<file path="config.mk">
export PLATFORM = sky130hd
export DESIGN_NAME = fifo_uart_tx_flat
export DESIGN_NICKNAME = d
export VERILOG_FILES = /design/src/rtl/fifo_uart_tx_if.sv /design/src/rtl/fifo_uart_tx.sv /design/src/flat_wrapper.sv
export SDC_FILE = /design/constraint.sdc
export NUM_CORES = 1
export LEC_CHECK = 0
export ABC_AREA = 1
export CORE_MARGIN = 2
export CORE_UTILIZATION = 55
export CTS_CLUSTER_SIZE = 10
export DETAILED_ROUTE_END_ITERATION = 7
export PLACE_DENSITY = 0.78
export SLEW_MARGIN = 20
export SYNTH_ARGS = -nofsm -noshare
export SYNTH_HDL_FRONTEND = slang
export SYNTH_SLANG_ARGS = --single-unit
</file>
<file path="constraint.sdc">
create_clock -name clk -period 1.8 [get_ports clk]
set_clock_uncertainty 0.1 [all_clocks]
set_input_delay 0.18 -clock clk [delete_from_list [all_inputs] [get_ports clk]]
set_output_delay 0.18 -clock clk [all_outputs]
set_load 0.005 [all_outputs]
</file>
<file path="src/rtl/fifo_uart_tx_if.sv">
`default_nettype none
// ============================================================================
// Module      : fifo_uart_tx_if
// Description : FIFO read-port bundle between MyFIFO and its UART drain stage.
// Revision    : 1.0
// ============================================================================
interface fifo_uart_tx_if #(
    parameter int BIT_DEPTH = 8
);
    logic                 fifo_empty;
    logic                 fifo_rd_en;
    logic [BIT_DEPTH-1:0] fifo_data;

    // master = the reader (UART drain), slave = the FIFO
    modport master (
        input  fifo_empty,
        input  fifo_data,
        output fifo_rd_en
    );

    modport slave (
        output fifo_empty,
        output fifo_data,
        input  fifo_rd_en
    );
endinterface
`default_nettype wire

</file>
<file path="src/rtl/fifo_uart_tx.sv">
`default_nettype none
// ============================================================================
// Module      : fifo_uart_tx
// Description : Pops words from a FIFO and serialises them as start/data/stop UART.
// Revision    : 1.0
// ============================================================================
module fifo_uart_tx #(
    parameter int BIT_DEPTH    = 8,
    parameter int CLKS_PER_BIT = 868
) (
    input  wire              clk,
    input  wire              rst,
    fifo_uart_tx_if.master   fifo,
    output logic             tx,
    output logic             busy,
    output logic             frame_done
);
    localparam int BAUD_W = $clog2(CLKS_PER_BIT);
    localparam int BIT_W  = (BIT_DEPTH > 1) ? $clog2(BIT_DEPTH) : 1;
    localparam logic [BAUD_W-1:0] c_baud_last = BAUD_W'(CLKS_PER_BIT - 1);
    localparam logic [BIT_W-1:0]  c_bit_last  = BIT_W'(BIT_DEPTH - 1);

    typedef enum logic [2:0] {
        S_IDLE  = 3'd0,
        S_READ  = 3'd1,
        S_WAIT  = 3'd2,
        S_START = 3'd3,
        S_DATA  = 3'd4,
        S_STOP  = 3'd5
    } state_t;

    state_t               r_state;
    logic [BAUD_W-1:0]    r_baud;
    logic [BIT_W-1:0]     r_bit;
    logic [BIT_DEPTH-1:0] r_shift;
    logic                 r_tx;
    logic                 r_busy;
    logic                 r_frame_done;
    logic                 r_rd_en;

    state_t               w_state_nxt;
    logic [BAUD_W-1:0]    w_baud_nxt;
    logic [BIT_W-1:0]     w_bit_nxt;
    logic [BIT_DEPTH-1:0] w_shift_nxt;
    logic                 w_tx_nxt;
    logic                 w_busy_nxt;
    logic                 w_frame_done_nxt;
    logic                 w_rd_en_nxt;
    logic                 w_wrap;
    logic                 w_serial;

    always_ff @(posedge clk or negedge rst) begin
        if (!rst) begin
            r_state      <= S_IDLE;
            r_baud       <= '0;
            r_bit        <= '0;
            r_shift      <= '0;
            r_tx         <= 1'b1;
            r_busy       <= 1'b0;
            r_frame_done <= 1'b0;
            r_rd_en      <= 1'b0;
        end else begin
            r_state      <= w_state_nxt;
            r_baud       <= w_baud_nxt;
            r_bit        <= w_bit_nxt;
            r_shift      <= w_shift_nxt;
            r_tx         <= w_tx_nxt;
            r_busy       <= w_busy_nxt;
            r_frame_done <= w_frame_done_nxt;
            r_rd_en      <= w_rd_en_nxt;
        end
    end

    always_comb begin
        w_state_nxt      = r_state;
        w_shift_nxt      = r_shift;
        w_bit_nxt        = r_bit;
        w_baud_nxt       = '0;
        w_tx_nxt         = 1'b1;
        w_busy_nxt       = 1'b0;
        w_frame_done_nxt = 1'b0;
        w_rd_en_nxt      = 1'b0;
        w_wrap           = (r_baud == c_baud_last);
        w_serial         = (r_state == S_START) || (r_state == S_DATA) || (r_state == S_STOP);

        case (r_state)
            S_IDLE:  if (!fifo.fifo_empty) w_state_nxt = S_READ;
            S_READ:  w_state_nxt = S_WAIT;
            S_WAIT: begin
                // FIFO output has settled one cycle after the read strobe
                w_shift_nxt = fifo.fifo_data;
                w_state_nxt = S_START;
            end
            S_START: if (w_wrap) w_state_nxt = S_DATA;
            S_DATA: begin
                if (w_wrap) begin
                    w_shift_nxt = r_shift >> 1;
                    if (r_bit == c_bit_last) begin
                        w_bit_nxt   = '0;
                        w_state_nxt = S_STOP;
                    end else begin
                        w_bit_nxt = r_bit + 1'b1;
                    end
                end
            end
            S_STOP:  if (w_wrap) w_state_nxt = S_IDLE;
            default: w_state_nxt = S_IDLE;
        endcase

        if (w_serial && !w_wrap && (w_state_nxt == r_state))
            w_baud_nxt = r_baud + 1'b1;

        // Outputs are decoded from the next state so the registers line up with the state
        case (w_state_nxt)
            S_START: w_tx_nxt = 1'b0;
            S_DATA:  w_tx_nxt = w_shift_nxt[0];
            default: w_tx_nxt = 1'b1;
        endcase
        w_busy_nxt       = (w_state_nxt != S_IDLE);
        w_rd_en_nxt      = (w_state_nxt == S_READ);
        w_frame_done_nxt = (w_state_nxt == S_STOP) && (w_baud_nxt == c_baud_last);
    end

    assign tx              = r_tx;
    assign busy            = r_busy;
    assign frame_done      = r_frame_done;
    assign fifo.fifo_rd_en = r_rd_en;

endmodule
`default_nettype wire

</file>
<file path="src/flat_wrapper.sv">
// flat-port wrapper written by rule: the top's interface ports become plain ports
module fifo_uart_tx_flat 
#(
    parameter int BIT_DEPTH    = 8,
    parameter int CLKS_PER_BIT = 868
)
  (clk, rst, tx, busy, frame_done, fifo_fifo_empty, fifo_fifo_data, fifo_fifo_rd_en);
  fifo_uart_tx_if #(.BIT_DEPTH(BIT_DEPTH)) fifo_i ();
  input  wire clk;
  input  wire rst;
  output logic tx;
  output logic busy;
  output logic frame_done;
  input wire logic [$bits(fifo_i.fifo_empty)-1:0] fifo_fifo_empty;
  input wire logic [$bits(fifo_i.fifo_data)-1:0] fifo_fifo_data;
  output wire logic [$bits(fifo_i.fifo_rd_en)-1:0] fifo_fifo_rd_en;
  assign fifo_i.fifo_empty = fifo_fifo_empty;
  assign fifo_i.fifo_data = fifo_fifo_data;
  assign fifo_fifo_rd_en = fifo_i.fifo_rd_en;
  fifo_uart_tx #(.BIT_DEPTH(BIT_DEPTH), .CLKS_PER_BIT(CLKS_PER_BIT)) u_core (.clk(clk), .rst(rst), .fifo(fifo_i), .tx(tx), .busy(busy), .frame_done(frame_done));
endmodule
</file>
# [Word-level counts from Yosys, hierarchy flattened]
# Index checks and enable logic that the tools add are counted.
[totals] register_bits=28 input_bits=11 output_inout_bits=4
[classes] n_reduce_logical=11 eq_ne=14 mux=11 add_sub_neg=2
[op_table] cell="$eq A10 B10 Y1 const B" count=2
[op_table] cell="$mux W3" count=6
[op_table] cell="$pmux W3 S6" count=1
[op_table] cell="$pmux W8 S2" count=1
[op_table] cell="$eq A3 B3 Y1 const B" count=5
[op_table] cell="$add A10 B1 Y10 const B" count=1
[op_table] cell="$mux W10" count=1
[op_table] cell="$eq A3 B2 Y1 const B" count=3
[op_table] cell="$mux W8" count=1
[op_table] cell="$eq A3 B1 Y1 const B" count=2
[op_table] cell="$reduce_and A2 Y1" count=2
[op_table] cell="$add A3 B1 Y3 const B" count=1
[op_table] cell="$eq A3 B3 Y1" count=1
[op_table] cell="$logic_and A1 B1 Y1" count=3
[op_table] cell="$logic_not A3 Y1" count=1
[op_table] cell="$reduce_bool A3 Y1" count=1
[op_table] cell="$logic_or A1 B1 Y1" count=2
[op_table] cell="$ne A2 B1 Y1 const B" count=1
[op_table] cell="$pmux W1 S2" count=1
[op_table] cell="$reduce_bool A2 Y1" count=1
[op_table] cell="$logic_not A1 Y1" count=1

# [Depth between registers and ports, before layout]
[depth] depth_word=9 ltp_mapped=11 ltp_nobuf=11

# [Least setup slack after synthesis]
# Ideal clock, no wire load.
[synth_path] kind="reg2reg" start="register u_core.r_baud[0]" end="register u_core.r_bit[0]" stages_incl_launch_ff=8 setup_ps=124 path_slack_ps=202 period_less_slack_ps=1598 arrival_ps=1374 path_cell_list="dfrtp_1 ha_1 nand2_1 nor3_2 nand3_2 buf_2 a21oi_1 a21oi_1"
[synth_via] elab_chain_len=2
[synth_rtl] element="start, declared" line="fifo_uart_tx.sv:33" text="logic [BAUD_W-1:0] r_baud;"
[synth_rtl] element="start signal, assigned" line="fifo_uart_tx.sv:64" text="r_baud <= w_baud_nxt;"
[synth_rtl] element="$eq A10 B10 Y1" line="fifo_uart_tx.sv:83" text="w_wrap = (r_baud == c_baud_last);"
[synth_rtl] element="$reduce_and A2 Y1 (no source line)"
[synth_rtl] element="end signal, assigned" line="fifo_uart_tx.sv:65" text="r_bit <= w_bit_nxt;"
[synth_rtl] element="end, declared" line="fifo_uart_tx.sv:34" text="logic [BIT_W-1:0] r_bit;"
# Every way passes these cells.
# A chain may end at the register's enable or synchronous reset.

# [Worst setup path in the final report]
[layout_path] start="register u_core.r_baud[1]" end="register u_core.r_shift[5]"
[layout_via] elab_chain_len=3
[layout_rtl] element="$eq A10 B10 Y1" line="fifo_uart_tx.sv:83"
[layout_rtl] element="$ne A2 B1 Y1 (no source line)"
[layout_rtl] element="$reduce_and A2 Y1 (no source line)"
[layout_rtl] element="end signal, assigned" line="fifo_uart_tx.sv:66" text="r_shift <= w_shift_nxt;"
[layout_rtl] element="end, declared" line="fifo_uart_tx.sv:35" text="logic [BIT_DEPTH-1:0] r_shift;"
# Every way passes these cells.

==> reports/qor.yml <==
floorplanning:
  ioPinCount: 15
  die_area_um2: 3105
  initial_utilization_pct: 58.86
  die_height_um: 55.73
  core.rowCount: 18
  die_x_um: 55.73
  coreArea_um2: 2500
finish:
  nNetsFinal: 213
  final_core_util_pct: 68.82
  diodes: 0
  drive_above_1_share_pct: 18.69
  area_growth_pct: 16.92
  layout.cells.non_filler: 228
sta:
  min_period_ps: 1686
  fin_crit_sh_pct: 93.67
  max_slew.worst_pin.slew_ps: 385.1
  hold_violations: 0
  report.final.slew_viol_count: 0
  setup_viol: 0
  rsz0062_at_grt: "no"
  hold_ws_ps: 105.1
  relSlewSlack_pct: 74.13
  fmax_mhz: 593.1
  tns_ps: 0
placed_design:
  globalplace.congestion: 0.9504
  dp.cells: 223
  dpl.hpwl_mm: 2.261
  io_buffers: 14
yosys:
  synth_area_leaders: "dfrtp_1 (46%), nand2_1 (10%), inv_1 (6.9%)"
  yosysTopAreaCell: "dfrtp_1"
  synth_area_per_cell_um2: 8.360
  synth_ff_type: "dfrtp_1"
  synthMostInstantiatedCell: "nand2_1"
  synth_area_um2: 1471
  synth-seq-area-share_pct: 47.70
  yosys_warnings: 0
  synth_nets: 190
  synth_common_cells: "nand2_1 (40), dfrtp_1 (27), inv_1 (27), nor2_1 (21)"
  yosysUniqueCellTypes: 29
  ys_ff_latch: 28
  netlist_instances: 176
  synth_top_area_share_pct: 45.92
  synth_edf_count: 0
  async_flop_share_pct: 100.0
pwr:
  p_leak_nw: 0.8097
  switching_share_pct: 20.74
  powerDensity_nw_per_um2: 551.0
  combPwrFrac_pct: 5.1
  p_sw_uw: 196.6
  p_int_uw: 751.3
  p_total_uw: 947.9
  p_seq_share_pct: 67.6
  p_clk_share_pct: 27.2
  ir_drop_mv: 0.4550
worst_setup_path:
  critical_path.cell_chain: "ha_2 > nand2_1 > nor3_2 > nand3_4 > buf_4 > o221ai_1"
  cp.required_ps: 1950
  crit_slowest_cell: "dfrtp_1"
  r2r_cells: 6
  cpPeakStageDelay_ps: 390
  cp_max_fo: 9
  worstPathArrival_ps: 1840
  end_kind: "flip-flop"
  crit_type: "flip-flop to flip-flop"
  setup.worst_path.start_class: "flip-flop"
grt:
  grtUsageTotal_pct: 20.85
  gr-total-overflow: 0
  grt_pass1_wl_mm: 5.257
  grt_max_degree: 29
  antenna_found_initial: 0
  grt_pass1_vias: 1268
clock_tree:
  path_clk_slew_ps: 140
  clock-root-buffer: "clkbuf_4"
  h-tree-depth: 1
  cts.sinks: 28
  clock_latency_ps: 330
  cts_buffers: 3
  cts_tree: "yes"
  cts_max_path_buffers: 2
routing:
  totalWireLength_mm: 2.921
  drc: 0
  ant_nets: 0
  wire_per_inst_um: 12.81
  first_pass_iters: 4
  vias: 1206
  vias_per_cell: 5.289
  drtIter0Drc: 45
job:
  cap_violations: 0
run_status:
  status: "finished, final reports clean"
min_path:
  hold_path_class: "input port to async pin"
[sequential cells by signal, indices dropped and copies added (netlist names)]
signal / cells
u_core.busy: 1
u_core.tx: 1
u_core.r_shift: 8
u_core.fifo.fifo_rd_en: 1
u_core.frame_done: 1
u_core.r_bit: 3
u_core.r_state: 3
u_core.r_baud: 10
[per-layer routing]
metal  vias up  wire length [um]  global-route usage (%)
met4         0                22                   5.923
met3         2                90                   3.256
li1        609                 -                       -
met5         -                 0                       0
met2        16              1535                   36.05
met1       579              1273                   27.05
[path summary, 6_finish.rpt]
kind	endpoint	slack, ps	from
max	u_core.r_shift[5]$_DFFE_PN0P_	110	u_core.r_baud[1]$_DFF_PN0_
min	u_core.r_shift[4]$_DFFE_PN0P_	110	rst
max reg2reg	u_core.r_shift[5]$_DFFE_PN0P_	110	u_core.r_baud[1]$_DFF_PN0_
min reg2reg	u_core.r_bit[2]$_DFFE_PN0P_	440	u_core.r_bit[2]$_DFFE_PN0P_
max in group asynchronous	u_core.tx$_DFF_PN1_	1180	rst
min in group clk	u_core.r_shift[7]$_DFFE_PN0P_	300	fifo_fifo_data[7]
[power by group through the flow]
stage,Clock (mW),Combinational (mW),Sequential (mW)
floorplan,0,0.0113,0.652
global placement,0,0.0481,0.652
detailed placement,0,0.0496,0.653
CTS,0.272,0.0501,0.641
global route,0.292,0.0552,0.642
finish,0.258,0.0487,0.641
[worst max-delay path, delay by kind of cell, from the launching register on]
kind / cells / cell delay [ps]
AND/OR/NAND/NOR: 3 / 500
flip-flops: 1 / 390
adder cells (fa/ha/maj): 1 / 240
buffers and inverters: 1 / 200
AO/OA/AOI/OAI: 1 / 180
[cell usage in the layout (no fill, tap or decap), drive strengths merged, types with 5 or more instances in the layout]
master,synthesis,layout
nand4,5,5
nor3,5,5
a21oi,5,5
buf,1,5
nand3,9,9
dfrtp,27,27
o221ai,6,6
nor2,25,25
nand2,46,46
clkdlybuf4s50,0,14
inv,31,31
[cell type report]
| class | instances | area, um2 |
|---|---|---|
| Sequential cell | 28 | 701.9 |
| Clock buffer | 4 | 26.28 |
| Timing Repair Buffer | 19 | 177.7 |
| Tap cell | 30 | 37.54 |
| Multi-Input combinational cell | 115 | 656.9 |
| Inverter | 32 | 120.1 |
| Fill cell | 196 | 779.5 |
[logic make-up after synthesis]
family | after synthesis | share of synthesized area, %
AOI/OAI and AO/OA | 16 | 8.418
xor gates and xnor gates | 3 | 1.786
adders and majority gates | 3 | 2.551
buffers and inverters | 33 | 8.503
DFF | 28 | 47.70
muxes | 1 | 0.7653
and+or+nand+nor | 92 | 30.27
[per-stage QoR]
step	cell area (um2)	worst slack (ps)
finish	1720	113.9
global route	1720	0.1492
CTS	1700	7.761
detailed placement	1674	35.13
global placement	1674	127.7
floorplan	1471	202.0
[what timing repair did]
| action | CTS | global route |
|---|---|---|
| buffers inserted | 0 | 1 |
| endpoints found under the setup margin | 0 | 9 |
| gates resized for setup | 0 | 3 |
| hold buffers | 0 | 0 |
Power figures use the tool's default switching activity.
==> RTL change, RTL diff (same flow settings) <==
`BIT_DEPTH` is set to 8 in 3 places; all go to 16.
--- a/src/rtl/fifo_uart_tx_if.sv
+++ b/src/rtl/fifo_uart_tx_if.sv
@@ -5,7 +5,7 @@
 // Revision    : 1.0
 // ============================================================================
 interface fifo_uart_tx_if #(
-    parameter int BIT_DEPTH = 8
+    parameter int BIT_DEPTH = 16
 );
     logic                 fifo_empty;
     logic                 fifo_rd_en;
--- a/src/rtl/fifo_uart_tx.sv
+++ b/src/rtl/fifo_uart_tx.sv
@@ -5,7 +5,7 @@
 // Revision    : 1.0
 // ============================================================================
 module fifo_uart_tx #(
-    parameter int BIT_DEPTH    = 8,
+    parameter int BIT_DEPTH    = 16,
     parameter int CLKS_PER_BIT = 868
 ) (
     input  wire              clk,
--- a/src/flat_wrapper.sv
+++ b/src/flat_wrapper.sv
@@ -1,7 +1,7 @@
 // flat-port wrapper written by rule: the top's interface ports become plain ports
 module fifo_uart_tx_flat 
 #(
-    parameter int BIT_DEPTH    = 8,
+    parameter int BIT_DEPTH    = 16,
     parameter int CLKS_PER_BIT = 868
 )
   (clk, rst, tx, busy, frame_done, fifo_fifo_empty, fifo_fifo_data, fifo_fifo_rd_en);
Interface: changed (resized fifo_fifo_data); port bits go from 15 to 23. No check against the original RTL was run, so the function may have changed too.
==> RTL change against the unedited design <==
  * Core utilization down 0.78 points
  * Synthesized cell count up 41%
  * Area after synthesis increased by 38%
  * Fmax is 3.7% higher
  * Largest power group unchanged
  * Worst setup slack improved by 0.060 ns
  * Routed wire length rose by 35%
  * Total power rose by 62%
  * Design area rose by 43%
  * Sequential cell count grew 9
==> RTL change: results (changes against the unedited design) <==
* Worst VDD drop at 0.493 mV (+8.4%)
* P_leak at 0.00119 uW (+47%)
* Syn_area_per_cell at 8.21 sq um (-1.8%)
* Initial antenna violation count at 0 (unchanged)
* Total power at 1530 uW (+62%)
* GPL Wtd Cong at 0.896 (-5.7%)
* Top cells by area, synth: dfrtp_1, nand2_1, inv_1
* Worst-skew pair later-pin latency at 0.30 ns (-0.03 ns)
* Worst-path clk slew at 0.09 ns (-0.05 ns)
* DRT iter0 DRCs at 94 (+110%)
* HPWL after DPL at 2950 microns (+30%)
* Largest net degree at the start of global routing at 38 (+31%)
* Reg2reg setup slack at 0.17 ns (+0.06 ns)
* Library cells used by synthesis at 37 (+28%)
* Port Buffer Count at 22 (+8)
* Post-synth top cells: nand2_1, dfrtp_1, inv_1
* Crit path from: u_core.r_baud[0]
* Arr. time, crit path at 1.76 ns (-0.08 ns)
* Global-route wire length before repair at 7150 microns (+36%)
* CTS Buf Count at 5 (+2)
* Outcome: finished, final reports clean
* Reg-to-reg endpoint: u_core.tx
* CP max FO at 6 (-3)
* # hold bufs at CTS at 1 (+1)
* FILL cells at 290 (+48%)
* GRT Total Usage at 22.1% (+1.2 points)
* Final WL at 3960 microns (+35%)
* Layout cell share with drive strength beyond 1 at 19.9% (+1.2 points)
* Switch share at 23.5% (+2.7 points)
* Placed insts at 321 (+44%)
* WL/cell at 12.0 microns (-6.4%)
* Final #Nets at 302 (+42%)
* Sequential area share after synthesis at 45.5% (-2.2 points)
* Vias/cell at 5.08 (-4.0%)
* Worst slew pin tran at 0.459 ns (+0.0741 ns)
* Biggest regs: u_core.r_shift x16, u_core.r_baud x10, u_core.r_bit x4
* Total nets after synthesis at 269 (+42%)
RTL change: worst max path at each step:
| stage | end | slack [ns] |
|---|---|---|
| 2_1_floorplan | u_core.r_bit[0] | 0.21 |
| 3_3_place_gp | u_core.tx | 0.14 |
| 3_5_place_dp | u_core.tx | 0.08 |
| 4_1_cts | u_core.tx | 0.08 |
| 5_1_grt | u_core.tx | -0.007 |
| 6_report | u_core.tx | 0.17 |
RTL change: metrics by stage:
| stage | hold WS [ns] | utilization, % | TNS, ns | setup WS, ns | instance area [sq um] |
|---|---|---|---|---|---|
| finish | 0.343 | 68.0 | 0 | 0.174 | 2450 |
| global placement | 0.149 | 64.7 | 0 | 0.138 | 2330 |
| detailed placement | 0.149 | 64.7 | 0 | 0.0755 | 2330 |
| floorplan | -0.216 | - | 0 | 0.207 | 2040 |
| CTS | 0.353 | 67.6 | 0 | 0.0821 | 2440 |
| global route | 0.358 | 68.0 | -0.00719 | -0.00719 | 2450 |
RTL change: final cells by class:
| type | count | share of cell area [%] |
|---|---|---|
| Timing Repair Buffer | 28 | 10.7 |
| Multi-Input combinational cell | 171 | 39.2 |
| Inverter | 38 | 6.12 |
| Sequential cell | 37 | 37.8 |
| Tap cell | 48 | 2.45 |
| Clock buffer | 5 | 2.80 |
| Clock inverter | 3 | 0.918 |
RTL change: metal layers:
metal	track usage, %	vias up	share of wire, %	wire length (microns)
met1	28.6	790	48	1900
met2	36.1	25	47	1860
met4	8.24	0	1.9	77
li1	-	852	-	-
met5	0	-	0	0
met3	5.03	8	3.0	119
RTL change: cells by family (layout without fill, tap and decap cells):
logic type	after synthesis	count (layout)	share of synthesized area [%]
flops	37	37	45.5
compound gates	24	24	10.2
buf+inv	40	74	8.11
xor+xnor	2	2	0.860
fa+ha+maj	2	2	1.23
simple gates	143	143	34.1
